## config.mk

```make
export PLATFORM = sky130hd
export DESIGN_NAME = math_computer_pipe
export DESIGN_NICKNAME = d
export VERILOG_FILES = /design/src/rtl/math_computer_pipe.sv
export SDC_FILE = /design/constraint.sdc
export NUM_CORES = 1
export LEC_CHECK = 0
export ABC_AREA = 1
export ABC_CLOCK_PERIOD_IN_PS = 3550
export CAP_MARGIN = 25
export CORE_UTILIZATION = 55
export DETAILED_ROUTE_END_ITERATION = 8
export GPL_TIMING_DRIVEN = 1
export PLACE_DENSITY_LB_ADDON = 0.25
export SYNTH_ARGS = -nofsm -noshare
export SYNTH_HDL_FRONTEND = slang
export SYNTH_SLANG_ARGS = --single-unit
```

## constraint.sdc

```tcl
create_clock -name clk -period 3.55 [get_ports clk]
set_input_delay 0.71 -clock clk [delete_from_list [all_inputs] [get_ports clk]]
set_output_delay 0.71 -clock clk [all_outputs]
set_load 0.02 [all_outputs]
```

## src/rtl/math_computer_pipe.sv

```systemverilog
// math_computer_pipe
//   Pipelined multi-operand arithmetic unit with a ready/valid input and an
//   output FIFO. Each accepted transaction carries NB_OPERANDS unsigned
//   operands and a mode (00 sum, 01 max, 10 min, 11 saturating sum). The
//   result is computed from the S1 register one edge after acceptance and
//   queued in a circular FIFO, so one transaction per cycle is sustained and
//   downstream back-pressure is absorbed.
//
// Ports
//   clk          clock, rising edge
//   rst          asynchronous active-high reset
//   in_valid     input transaction valid
//   in_ready     block can accept a transaction
//   in_mode      operation select
//   in_operands  operand i at [i*DATASIZE +: DATASIZE]
//   out_valid    result available (FIFO not empty)
//   out_ready    consumer accepts the result
//   out_result   result, RESSIZE bits
//   out_sat      result was clipped (mode 11 only)
//   occupancy    in-flight (S1) plus stored FIFO entries, registered
module math_computer_pipe #(
  parameter int DATASIZE    = 8,
  parameter int NB_OPERANDS = 3,
  parameter int FIFO_DEPTH  = 4
) (
  input  logic                                    clk,
  input  logic                                    rst,
  input  logic                                    in_valid,
  output logic                                    in_ready,
  input  logic [1:0]                              in_mode,
  input  logic [NB_OPERANDS*DATASIZE-1:0]         in_operands,
  output logic                                    out_valid,
  input  logic                                    out_ready,
  output logic [DATASIZE+$clog2(NB_OPERANDS)-1:0] out_result,
  output logic                                    out_sat,
  output logic [$clog2(FIFO_DEPTH+2)-1:0]         occupancy
);

  localparam int RESSIZE = DATASIZE + $clog2(NB_OPERANDS);
  localparam int PTR_W   = $clog2(FIFO_DEPTH);
  localparam int CNT_W   = $clog2(FIFO_DEPTH + 1);
  localparam int OCC_W   = $clog2(FIFO_DEPTH + 2);
  localparam logic [RESSIZE-1:0] SAT_MAX = RESSIZE'({DATASIZE{1'b1}});

  // Clip a full-precision sum to the operand range; MSB of the return is the
  // saturation flag.
  function automatic logic [RESSIZE:0] saturate(input logic [RESSIZE-1:0] sum);
    if (sum > SAT_MAX) return {1'b1, SAT_MAX};
    else               return {1'b0, sum};
  endfunction

  logic [NB_OPERANDS*DATASIZE-1:0] ops_p1;
  logic [1:0]                      mode_p1;
  logic                            vld_p1;

  logic [RESSIZE:0]   mem [FIFO_DEPTH];
  logic [PTR_W-1:0]   wr_ptr, rd_ptr;
  logic [CNT_W-1:0]   count, count_next;
  logic [OCC_W-1:0]   occ;

  logic               accept, push, pop, full;
  logic [RESSIZE-1:0] acc, res_p1;
  logic [DATASIZE-1:0] opv, mx, mn;
  logic               sat_p1;
  logic [RESSIZE:0]   rd_data;

  assign in_ready  = !rst && (occ < OCC_W'(FIFO_DEPTH));
  assign accept    = in_valid && in_ready;
  assign push      = vld_p1;
  assign out_valid = (count != '0);
  assign pop       = out_valid && out_ready;
  assign full      = (count == CNT_W'(FIFO_DEPTH));
  assign occupancy = occ;

  // ---- stage 0 -> 1: capture operands at acceptance ----
  always_ff @(posedge clk or posedge rst) begin
    if (rst) vld_p1 <= 1'b0;
    else     vld_p1 <= accept;
  end

  always_ff @(posedge clk) begin
    if (accept) begin
      ops_p1  <= in_operands;
      mode_p1 <= in_mode;
    end
  end

  // ---- stage 1 -> FIFO: compute result from S1 ----
  always_comb begin
    acc    = '0;
    opv    = '0;
    mx     = ops_p1[0 +: DATASIZE];
    mn     = ops_p1[0 +: DATASIZE];
    res_p1 = '0;
    sat_p1 = 1'b0;
    for (int i = 0; i < NB_OPERANDS; i++) begin
      opv = ops_p1[i*DATASIZE +: DATASIZE];
      acc = acc + RESSIZE'(opv);
      if (opv > mx) mx = opv;
      if (opv < mn) mn = opv;
    end
    case (mode_p1)
      2'b00:   res_p1 = acc;
      2'b01:   res_p1 = RESSIZE'(mx);
      2'b10:   res_p1 = RESSIZE'(mn);
      default: {sat_p1, res_p1} = saturate(acc);
    endcase
  end

  always_ff @(posedge clk) begin
    if (push) mem[wr_ptr] <= {sat_p1, res_p1};
  end

  always_comb begin
    count_next = count;
    case ({push, pop})
      2'b10:   count_next = count + 1'b1;
      2'b01:   count_next = count - 1'b1;
      default: count_next = count;
    endcase
  end

  // Pointers wrap explicitly so non-power-of-2 depths work.
  always_ff @(posedge clk or posedge rst) begin
    if (rst) begin
      wr_ptr <= '0;
      rd_ptr <= '0;
      count  <= '0;
      occ    <= '0;
    end else begin
      if (push) wr_ptr <= (wr_ptr == PTR_W'(FIFO_DEPTH - 1)) ? '0 : wr_ptr + 1'b1;
      if (pop)  rd_ptr <= (rd_ptr == PTR_W'(FIFO_DEPTH - 1)) ? '0 : rd_ptr + 1'b1;
      count <= count_next;
      occ   <= OCC_W'(accept) + OCC_W'(count_next);
    end
  end

  // ---- FIFO -> output ----
  // Output is gated by out_valid so reset clears it immediately without
  // resetting the storage array.
  assign rd_data    = mem[rd_ptr];
  assign out_result = out_valid ? rd_data[RESSIZE-1:0] : '0;
  assign out_sat    = out_valid ? rd_data[RESSIZE] : 1'b0;

  // in_ready reserves a slot for S1, so overflow/underflow cannot occur.
  a_no_overflow:  assert property (@(posedge clk) disable iff (rst) !(push && full));
  a_no_underflow: assert property (@(posedge clk) disable iff (rst) !(pop && !out_valid));

endmodule
```

Word level (Yosys, flattened, before mapping)
Memory sizes are Yosys's and may differ from the RTL's.
Index checks and enable logic that the tools add are counted.
Cells by class
  add/sub/neg operators: 7
  order comparisons: 6
  equal/unequal tests: 6
  muxes and demuxes: 14
  reductions and logical operators: 7
Operators with widths (number)
  $mux 8: 4
  $pmux 10 s3: 1
  $gt 8x8->1: 2
  $lt 8x8->1: 2
  $mux 11: 1
  $add 9x8->10: 1
  $gt 10x8->1 const B: 1
  $mux 10: 1
  $add 8x8->9: 1
  $eq 2x2->1 const B: 4
  $pmux 3 s2: 1
  $add 2x1->2 const B: 2
  $eq 2x1->1 const B: 2
  $mux 1: 4
  $mux 2: 2
  $add 1x3->3: 1
  $add 3x1->3 const B: 1
  $logic_and 1x1->1: 3
  $lt 3x3->1 const B: 1
  $reduce_bool 3->1: 1
  $reduce_or 3->1: 1
  $sub 3x1->3 const B: 1
  $logic_not 2->1: 1
  $logic_not 1->1: 1
Storage, ports and cells
  register bits after elaboration: 37
  bits in writable memories: 44
  output and inout bits: 16
  memories: 1
Memories
  mem: depth 4, width 11, rd ports 1, clocked after memory_dff 0, wr ports 1, line 56  | logic [RESSIZE:0] mem [FIFO_DEPTH];

Logic depth before layout (Yosys ltp)
Gate-level depths: netlist (run 1).
  word-level depth: 5
  gate-level depth with buffers: 26

Least setup slack after synthesis (run 1)
No wires, ideal clock.
  path kind: input to register
  from: input port rst
  to: register occ[2] (netlist: occupancy[2])
  arrival: 3.461 ns
  required time: 3.471 ns
  setup slack: 0.009 ns
  stages on the path: 4
  path buffers: 0
  cells stage by stage: nor3b_1 -> ha_1 -> ha_1 -> xor2_1
Between the ends
  word-level cells in the longest chain between the ends: 4
Ends and longest elaborated chain
  start, declared: line 27  | input logic rst,
  $logic_not 1->1 (no source line)
  $logic_and 1x1->1: line 67  | assign in_ready = !rst && (occ < OCC_W'(FIFO_DEPTH));
  $logic_and 1x1->1: line 68  | assign accept = in_valid && in_ready;
  $add 1x3->3: line 134  | occ <= OCC_W'(accept) + OCC_W'(count_next);
  end signal, assigned: line 134
  end, declared: line 59  | logic [OCC_W-1:0] occ;
No other way between the ends.
A chain may end at the register's enable or synchronous reset.

Final worst setup path (run 1)
  from: register ops_p1[3]
  to: memory mem[2][7] (netlist bit), data pin
Between the ends
  word-level cells in the longest chain between the ends: 5
  elaborated cells between the ends (all ways): 13
  those cells by class: add/sub (2); order compare (5); mux (6)
Ends and longest elaborated chain
  start, declared: line 52  | logic [NB_OPERANDS*DATASIZE-1:0] ops_p1;
  start signal, assigned: line 83  | ops_p1 <= in_operands;
  $add 8x8->9, or another cell as far along: line 98  | acc = acc + RESSIZE'(opv);
  $add 9x8->10, or another cell as far along: line 98
  $gt 10x8->1, or another cell as far along: line 48  | if (sum > SAT_MAX) return {1'b1, SAT_MAX};
  $mux 11, or another cell as far along: line 48
  $pmux 10 s3 (*): line 102  | case (mode_p1)
  named net res_p1[7]: line 62  | logic [RESSIZE-1:0] acc, res_p1;
  end, declared: line 56
Mark *: on every way through the listed nets, which the timed path passes. The rest lies on a longest branch.

==> results of run 1 <==
-- final cells by class --
cell class,count,area share
clock inverters,7,0.01367
multi-input cells,333,0.3766
repair buffers,63,0.1054
clock buffers,9,0.02183
flip-flops and latches,81,0.4190
well taps,105,0.02315
inverters,61,0.04035
-- cells in the mapped netlist (8+ instances only) --
master    count
edfxtp_1     70
dfrtp_1      11
nor2_1       58
inv_1        61
nand3_1      32
nand2_1      71
o211ai_1      8
fa_1         10
o21ai_0      41
ha_1         38
a21oi_1      26
-- layer usage --
metal  vias to the layer above  wire length [µm]  track usage
met5                         -                 0            0
met3                        26               379      0.05343
met1                      1630              3926       0.2562
met4                         0               284       0.1010
met2                        92              4767       0.4065
li1                       1776                 -            -
-- registers in the layout, indices dropped and copies added (netlist names) --
name and cells:
wr_ptr 2, count 3, occupancy 3, ops_p1 24, push 1, mode_p1 2
mem 44, rd_ptr 2
-- kinds of logic after synthesis --
| family | count (synthesis) |
|---|---|
| fa+ha+maj | 48 |
| flops | 81 |
| buf+inv | 72 |
| xor+xnor | 9 |
| compound gates | 95 |
| simple gates | 180 |
-- timing repair --
item | CTS | global route
setup endpoints to repair | 0 | 32
buffers inserted | 0 | 2
gates resized for setup | 0 | 1
-- how the worst max path moves through the flow --
stage | startpoint | endpoint | cells after the start
after global routing | ops_p1[2] | mem[2][3] | 22
final | ops_p1[3] | mem[2][7] | 22
after detailed placement | ops_p1[5] | mem[3][7] | 18
after global placement | ops_p1[5] | mem[1][7] | 18
after CTS | ops_p1[5] | mem[2][7] | 18
after floorplan | rst | occupancy[2] | 4
-- layout by cell type (no fill, tap or decap), drive strengths merged --
cell type      netlist  layout
xor2                 4       4
nand2               83      83
ha                  38      38
a211oi               1       1
buf                  4      18
xnor2                5       5
a21o                 1       1
o21bai               1       1
dfrtp               11      11
clkinv               0       3
o211ai               8       8
edfxtp              70      70
a31oi                1       1
bufinv               0       1
a21oi               27      27
nor3b                1       1
nor3                 1       1
clkbuf               7       9
inv                 61      63
clkinvlp             0       1
nor2                60      60
fa                  10      10
nand4                2       2
clkdlybuf4s50        0      45
nand3               33      33
o21ai               56      57
-- power groups by stage --
stage | sequential, mW | combinational, mW | clock (mW)
2_1_floorplan | 1.34 | 1.17 | 0
3_3_place_gp | 1.34 | 1.71 | 0
3_5_place_dp | 1.35 | 1.77 | 0
4_1_cts | 1.33 | 1.78 | 0.695
5_1_grt | 1.34 | 2.00 | 0.731
6_report | 1.32 | 1.80 | 0.685
-- worst max-delay path, delay by kind of cell, from the launching register on --
family | cells | cell delay, ps
AOI/OAI and AO/OA | 5 | 540
and+or+nand+nor | 10 | 890
buffers and inverters | 5 | 610
DFF | 1 | 410
adders and majority gates | 2 | 560
==> impl_metrics.ini, run 1 <==
[outcome]
status = finished clean

[pwr]
seqPwrFrac = 0.348
clkPwrFrac = 0.180
p_per_area_nw_per_um2 = 670.9
p_leak_nw = 2.398
worst_ir_drop_vdd_uv = 309.8
cell_internal_pwr_mw = 2.284
p_sw_mw = 1.523
swShare = 0.4000
finalPower_mw = 3.807
pwr-share-comb = 0.472

[worst_setup_path]
worstSetupPathType = register to register
critical_path.most_common_cell = nand2_1
cp_data_required_time_ps = 3630
critical_path.cell_chain = inv_1 > ha_1 > nand2_2 > inv_1 > nand2_1 > nand2_1 > nand2_1 > nand2_4 > o21ai_4 > buf_12 > o21ai_2 > ha_1 > nand2_1 > nor2_1 > nand2_1 > o211ai_1 > nand2_1 > buf_4 > o211ai_1 > o21ai_1 > inv_1 > nand3_1
cp_slowest_stage_delay_ps = 410
endpoint_kind = register
cp-start-kind = register
crit_slowest_cell = edfxtp_1
cp_data_arrival_time_ps = 3390
rr_worst_depth = 22
reg2reg_from = ops_p1[3]
critPathMaxFanout = 8
reg2reg_slack_ps = 240
regToRegEndpoint = mem[2][7]

[timing]
rsz0062_at_grt = false
fin_ws_ps = 240.9
finalSetupTns_ps = 0
holdWs_ps = 522.4
relSlewSlack = 0.6315
worst_pin_slew_ps = 552.2
fin_crit_ps = 3309
finalHoldViolCount = 0
setup_violations = 0
slew_viol_final = 0
max_freq_ghz = 0.3022
clock_skew_ps = 13.66
min_period_over_period = 0.9322

[run]
maxCapViolations = 0

[synthesis]
ys_warn_count = 0
synth_area_leaders = edfxtp_1, ha_1, dfrtp_1
syn-num-nets = 563
synth-simple-area-share = 0.1687
synth_mux_area_frac = 0
ys_ff_latch = 81
post-synth-top-area-cell = edfxtp_1
synth_area_um2 = 4785
ys_types = 33
synthFlopType = edfxtp_1
synth_compound_area_frac = 0.1158
synth.yosys.seq_area_share = 0.4969
yosysTopAreaCellShare = 0.4393
yosys.area_share.adder = 0.1412
async_flop_share = 0.1358
synth_edf_count = 70
synth_xor_area_frac = 0.01804
synth_top_family_by_area = simple AND/OR/NAND/NOR gates
avgSynthCellArea_um2 = 9.865
synthCells = 485

[floorplan]
die_x_um = 95.27
rows = 33
die_area_um2 = 9076
core_area_um2 = 8299
start_util = 0.5765
dieHeight_um = 95.27
io_pins = 46

[route]
drt_pass1_iterations = 5
antenna_left = 0
drc = 0
num_vias = 3524
drtIter0Drc = 207
wl_per_cell_um = 14.20
vias_per_cell = 5.347
wl_um = 9357

[layout]
syn_to_final_growth_pct = 18.59
stdcell_area_um2 = 5674
drive_gt1_frac = 0.1137
finalNonFillerCells = 659
final_core_util = 0.6837
final-seq-area_um2 = 2377
multi_input_area_um2 = 2137
nets = 627
n_fill_cell = 601
antenna_cells = 0

[placed_design]
place_worst_setup_slack_ps = 103.4
place_inst = 640
io_buffers = 45
post_dp_cell_area_um2 = 5436
gp_congestion = 0.8895
dpl.hpwl_um = 6982

[global_route]
grtUsageTotal = 0.2272
grt_pass1_wl_um = 15280
grt_max_degree = 29
grt_pass1_vias = 3454
grt_overflow = 0
antenna_found_initial = 0

[hold_path]
min_from = wr_ptr[0]
hold_path.class = register to register
min_to = wr_ptr[0]
min_path_cells = 1

[cts]
cts_max_path_buffers = 2
root_buffer = clkbuf_8
cts.sinks = 81
holdBufCountCts = 0
cts_buffers = 9
worstSkewPairLatency_ps = 370
cts_tree = built
htree_levels = 3
clk_pin_slew_ps = 80
Power figures use the tool's default switching activity.
==> run 2: changes to the inputs <==
ABC_CLOCK_PERIOD_IN_PS = 4100   (was 3550)
TNS_END_PERCENT = 100   (was unset)
clock period = 4.1 ns   (was 3.55 ns; I/O delays follow)
==> run 2 against run 1 <==
  * Final cell count is 2.4% lower
  * Register-to-register slack better by 220 ps
  * Utilization is 1.7 points lower
  * Maximum frequency is 9.1% lower
  * Global-route usage is 0.34 points higher
  * Sequential share of layout area is 1.1 points higher
  * Setup slack better by 220 ps
  * Die area stayed put
  * Critical endpoint is now mem[0][5]
==> impl_metrics.ini, run 2 (synthesis results as in run 1) <==
[outcome]
status = finished clean

[layout]
largest-register = mem
largest_register_ffs = 44
drive_gt1_frac = 0.08922
syn_to_final_growth_pct = 15.61
top_regs = mem x44, ops_p1 x24
nets = 611
final_core_util = 0.6665
antenna_cells = 0
layout_common_cells = nand2_1, edfxtp_1, inv_1

[worst_setup_path]
cp_data_required_time_ps = 4180
rr_worst_depth = 16
cp_data_arrival_time_ps = 3720
critPathMaxFanout = 16
reg2reg_slack_ps = 460
endpoint_kind = register
critPathTopFamily = compound AO/OA/AOI/OAI gates
cp-start-kind = register
cp_slowest_stage_delay_ps = 530
critical_path.cell_chain = ha_1 > nand2_2 > nor2_4 > nand3_2 > o21ai_4 > o21ai_1 > ha_1 > nand2_1 > o21ai_0 > nand2_1 > o211ai_1 > nand2_2 > o211ai_1 > o21ai_1 > inv_1 > nand3_1
worstSetupPathType = register to register
reg2reg_from = ops_p1[14]
crit_slowest_cell = o21ai_4
regToRegEndpoint = mem[0][5]
cp_num_buf_inv = 1

[timing]
setup_violations = 0
fin_crit_ps = 3639
min_period_over_period = 0.8877
relSlewSlack = 0.5303
clock_skew_ps = 14.37
max_freq_ghz = 0.2748
finalSetupTns_ps = 0
worst_pin_slew_ps = 703.2
rsz0062_at_grt = false
slew_viol_final = 0
finalHoldViolCount = 0

[cts]
worstSkewPairLatency_ps = 360
holdBufCountCts = 0
htree_levels = 3
cts.sinks = 81
ctsResizeCount = 0
root_buffer = clkbuf_8
cts_buffers = 9
clk_pin_slew_ps = 100
post_cts_buffers = 0
cts_max_path_buffers = 2
cts_tree = built

[route]
vias_per_cell = 5.465
drc = 0
wl_um = 9576
drtIter0Drc = 215
wl_per_cell_um = 14.89
num_vias = 3514
antenna_left = 0
drt_pass1_iterations = 5

[pwr]
worst_ir_drop_vdd_uv = 266.8
p_per_area_nw_per_um2 = 581.2
p_leak_nw = 2.308

[floorplan]
die_area_um2 = 9076
die_x_um = 95.27
dieHeight_um = 95.27
rows = 33
start_util = 0.5765
core_area_um2 = 8299
io_pins = 46

[hold_path]
min_from = wr_ptr[0]
min_to = wr_ptr[0]
hold_path.class = register to register
min_path_cells = 1

[global_route]
grt_pass1_vias = 3363
grtUsageTotal = 0.2306
grt_max_degree = 29
antenna_found_initial = 0
grt_overflow = 0
grt_pass1_wl_um = 15650

[placed_design]
io_buffers = 45
gp_congestion = 0.9060
dpl.hpwl_um = 7128

[run]
maxCapViolations = 0
[run 2: cell count changes in the layout (fill, tap and decap cells not counted)]
cell        before  now
buf_4           17    3
buf_12           1    0
bufinv_16        1    0
clkinv_2         1    0
clkinv_4         2    3
clkinv_8         0    1
clkinvlp_4       1    2
inv_6            2    1
nand2_1         71   70
nand2_2          6    7
o21ai_0         40   41
o21ai_1          8    7
o21ai_2          8    7
[run 2: stage by stage]
| step | worst slack (ps) | hold slack [ps] | area (µm²) | instances | total power [mW] |
|---|---|---|---|---|---|
| final | 460.6 | 534.2 | 5532 | 643 | 3.215 |
| after global routing | 142.6 | 558.2 | 5532 | 643 | 3.440 |
| after CTS | 382.5 | 535.7 | 5529 | 643 | 3.220 |
| after detailed placement | 421.0 | 521.8 | 5339 | 627 | 2.676 |
| after global placement | 528.1 | 502.1 | 5339 | 627 | 2.617 |
| after floorplan | 449.4 | 483.9 | 4785 | 485 | 2.172 |
[run 2: layout make-up]
type                    instances  area (µm²)
well taps                     105       131.4
clock inverters                 7       66.31
multi-input cells             332        2131
repair buffers                 48       473.0
fillers                       658        2768
clock buffers                   9       123.9
flip-flops and latches         81        2377
inverters                      61       229.0
[run 2: layer usage]
layer | global-route usage | vias to the layer above | share of wire | routed length, µm
met5 | 0 | - | 0 | 0
li1 | - | 1742 | - | -
met2 | 0.4089 | 99 | 0.51 | 4887
met1 | 0.2831 | 1657 | 0.43 | 4082
met4 | 0.09091 | 0 | 0.018 | 172
met3 | 0.03190 | 16 | 0.045 | 433
[run 2: how the worst max path moves through the flow]
stage,from,cells past startpoint,endpoint
final,ops_p1[14],16,mem[0][5]
after global routing,ops_p1[5],18,mem[0][3]
after CTS,ops_p1[14],16,mem[1][6]
after detailed placement,ops_p1[14],16,mem[1][4]
after global placement,ops_p1[15],18,mem[0][0]
after floorplan,rst,4,occupancy[2]
[run 2: worst reg2reg max path, stage by stage, from the launching register on]
cell and delay [ps]:
edfxtp_1 500, ha_1 350, nand2_2 80, nor2_4 130, nand3_2 90, o21ai_4 530
o21ai_1 190, ha_1 310, nand2_1 60, o21ai_0 210, nand2_1 80, o211ai_1 100
nand2_2 190, o211ai_1 270, o21ai_1 100, inv_1 60, nand3_1 130
[run 2: where the power goes]
group          total, mW  internal (mW)  switching [mW]
sequential          1.17           1.06           0.111
clock              0.544          0.230           0.315
combinational       1.50          0.594           0.903
total               3.22           1.89            1.33
==> run 3: changes to the inputs <==
CAP_MARGIN = 15   (was 25)
GPL_TIMING_DRIVEN = 0   (was 1)
==> run 3 against run 2 <==
  * Global-route usage up 0.43 points
  * Utilization up 0.75 points
  * Clock power up 9.7%
  * Count of clock-buffer cells in the layout unchanged
  * Clock skew about the same
  * Register-to-register slack worse by 70 ps
  * Sequential power about the same
  * First-iteration DRC count down 3.7%
  * Final area up 1.1%
  * Sequential share of layout area down 0.48 points
  * Combinational power up 3%
  * Final cell count up 1.6%
  * Critical path type unchanged
  * Largest power group unchanged
==> impl_metrics.ini, run 3 (synthesis results as in run 1) <==
[layout]
top_regs = mem x44, ops_p1 x24
drive_gt1_frac = 0.08942
nets = 621
largest-register = mem
syn_to_final_growth_pct = 16.92
antenna_cells = 0
largest_register_ffs = 44
layout_common_cells = nand2_1, edfxtp_1, inv_1
n_fill_cell = 651
final_core_util = 0.6741
mostFrequentLayoutCell = nand2_1

[global_route]
grt_overflow = 0
grtUsageTotal = 0.2350
grt_max_degree = 16
grt_pass1_wl_um = 15900
antenna_found_initial = 0
grt_pass1_vias = 3526

[worst_setup_path]
critPathTopFamily = compound AO/OA/AOI/OAI gates
cp_data_arrival_time_ps = 3770
cp_data_required_time_ps = 4170
cp-start-kind = register
critPathMaxFanout = 10
cp_slowest_stage_delay_ps = 580
critical_path.most_common_cell = nand3_1
cp_num_buf_inv = 2
critical_path.cell_chain = inv_1 > ha_1 > a21o_1 > nor2_4 > nand2_4 > buf_2 > o21ai_0 > ha_1 > a21oi_1 > nor2_1 > a211oi_2 > nand3_1 > nand3_1 > nand3_1
worstSetupPathType = register to register
endpoint_kind = register
crit_slowest_cell = a211oi_2

[outcome]
status = finished clean

[cts]
cts.sinks = 81
cts_tree = built
htree_levels = 3
cts_max_path_buffers = 2
worstSkewPairLatency_ps = 370
clk_pin_slew_ps = 90
ctsResizeCount = 0
cts_buffers = 9
post_cts_buffers = 0
root_buffer = clkbuf_8
holdBufCountCts = 0

[run]
maxCapViolations = 0

[route]
antenna_left = 0
vias_per_cell = 5.351
wl_per_cell_um = 14.72
drt_pass1_iterations = 4
num_vias = 3494
wl_um = 9614
drc = 0
drtIter0Drc = 207

[timing]
setup_violations = 0
fin_crit_ps = 3707
max_freq_ghz = 0.2698
clock_skew_ps = 14.18
slew_viol_final = 0
min_period_over_period = 0.9041
rsz0062_at_grt = false
relSlewSlack = 0.5147
finalHoldViolCount = 0
worst_pin_slew_ps = 726.6
holdWs_ps = 549.2

[pwr]
finalPower_mw = 3.291
p_per_area_nw_per_um2 = 588.3
worst_ir_drop_vdd_uv = 234.5
p_leak_nw = 2.337

[floorplan]
dieHeight_um = 95.27
die_x_um = 95.27
die_area_um2 = 9076
start_util = 0.5765
rows = 33
io_pins = 46
core_area_um2 = 8299

[hold_path]
hold_path.class = register to register

[placed_design]
gp_congestion = 0.8789
dpl.hpwl_um = 7220
io_buffers = 45
run 3: layout make-up:
class	count	area, µm²	area share
repair buffers	47	473.0	0.08454
multi-input cells	332	2128	0.3805
flip-flops and latches	81	2377	0.4250
clock inverters	7	76.32	0.01364
well taps	105	131.4	0.02348
inverters	61	229.0	0.04093
clock buffers	9	123.9	0.02214
plain buffers	11	55.05	0.009841
run 3: power breakdown:
| group | total (mW) | internal, mW | switching [mW] | leakage [nW] |
|---|---|---|---|---|
| registers | 1.14 | 1.06 | 0.0804 | 0.771 |
| logic | 1.55 | 0.608 | 0.942 | 1.47 |
| clock network | 0.597 | 0.285 | 0.312 | 0.0962 |
run 3: path summary, 6_finish.rpt:
path / endpoint / cells past startpoint / slack, ps / startpoint
min in group asynchronous: occupancy[1] / 2 / 840 / rst
min: count[0] / 1 / 550 / count[0]
max: mem[1][4] / 14 / 390 / ops_p1[7]
max reg2reg: mem[1][4] / 14 / 390 / ops_p1[7]
min reg2reg: count[0] / 1 / 550 / count[0]
max in group asynchronous: occupancy[2] / 2 / 2950 / rst
run 3: worst register-to-register path, delay by kind of cell, from the launching register on:
family	cells	cell delay, ps
flops	1	370
buf+inv	2	370
compound gates	4	1290
simple gates	6	780
fa+ha+maj	2	610
run 3: stage by stage:
step	area (µm²)	setup WS, ps	TNS, ps	cells
finish	5594	393.1	0	653
global route	5594	65.18	0	653
CTS	5594	376.8	0	653
detailed placement	5394	400.6	0	637
global placement	5366	-776.1	-12430	635
floorplan	4785	449.4	0	485
run 3: layer usage:
| layer | share of wire | global-route usage | wire [µm] | vias up |
|---|---|---|---|---|
| li1 | - | - | - | 1766 |
| met1 | 0.41 | 0.2756 | 3971 | 1614 |
| met2 | 0.52 | 0.4131 | 5014 | 98 |
| met3 | 0.048 | 0.04864 | 466 | 16 |
| met4 | 0.017 | 0.1048 | 161 | 0 |
| met5 | 0 | 0 | 0 | - |
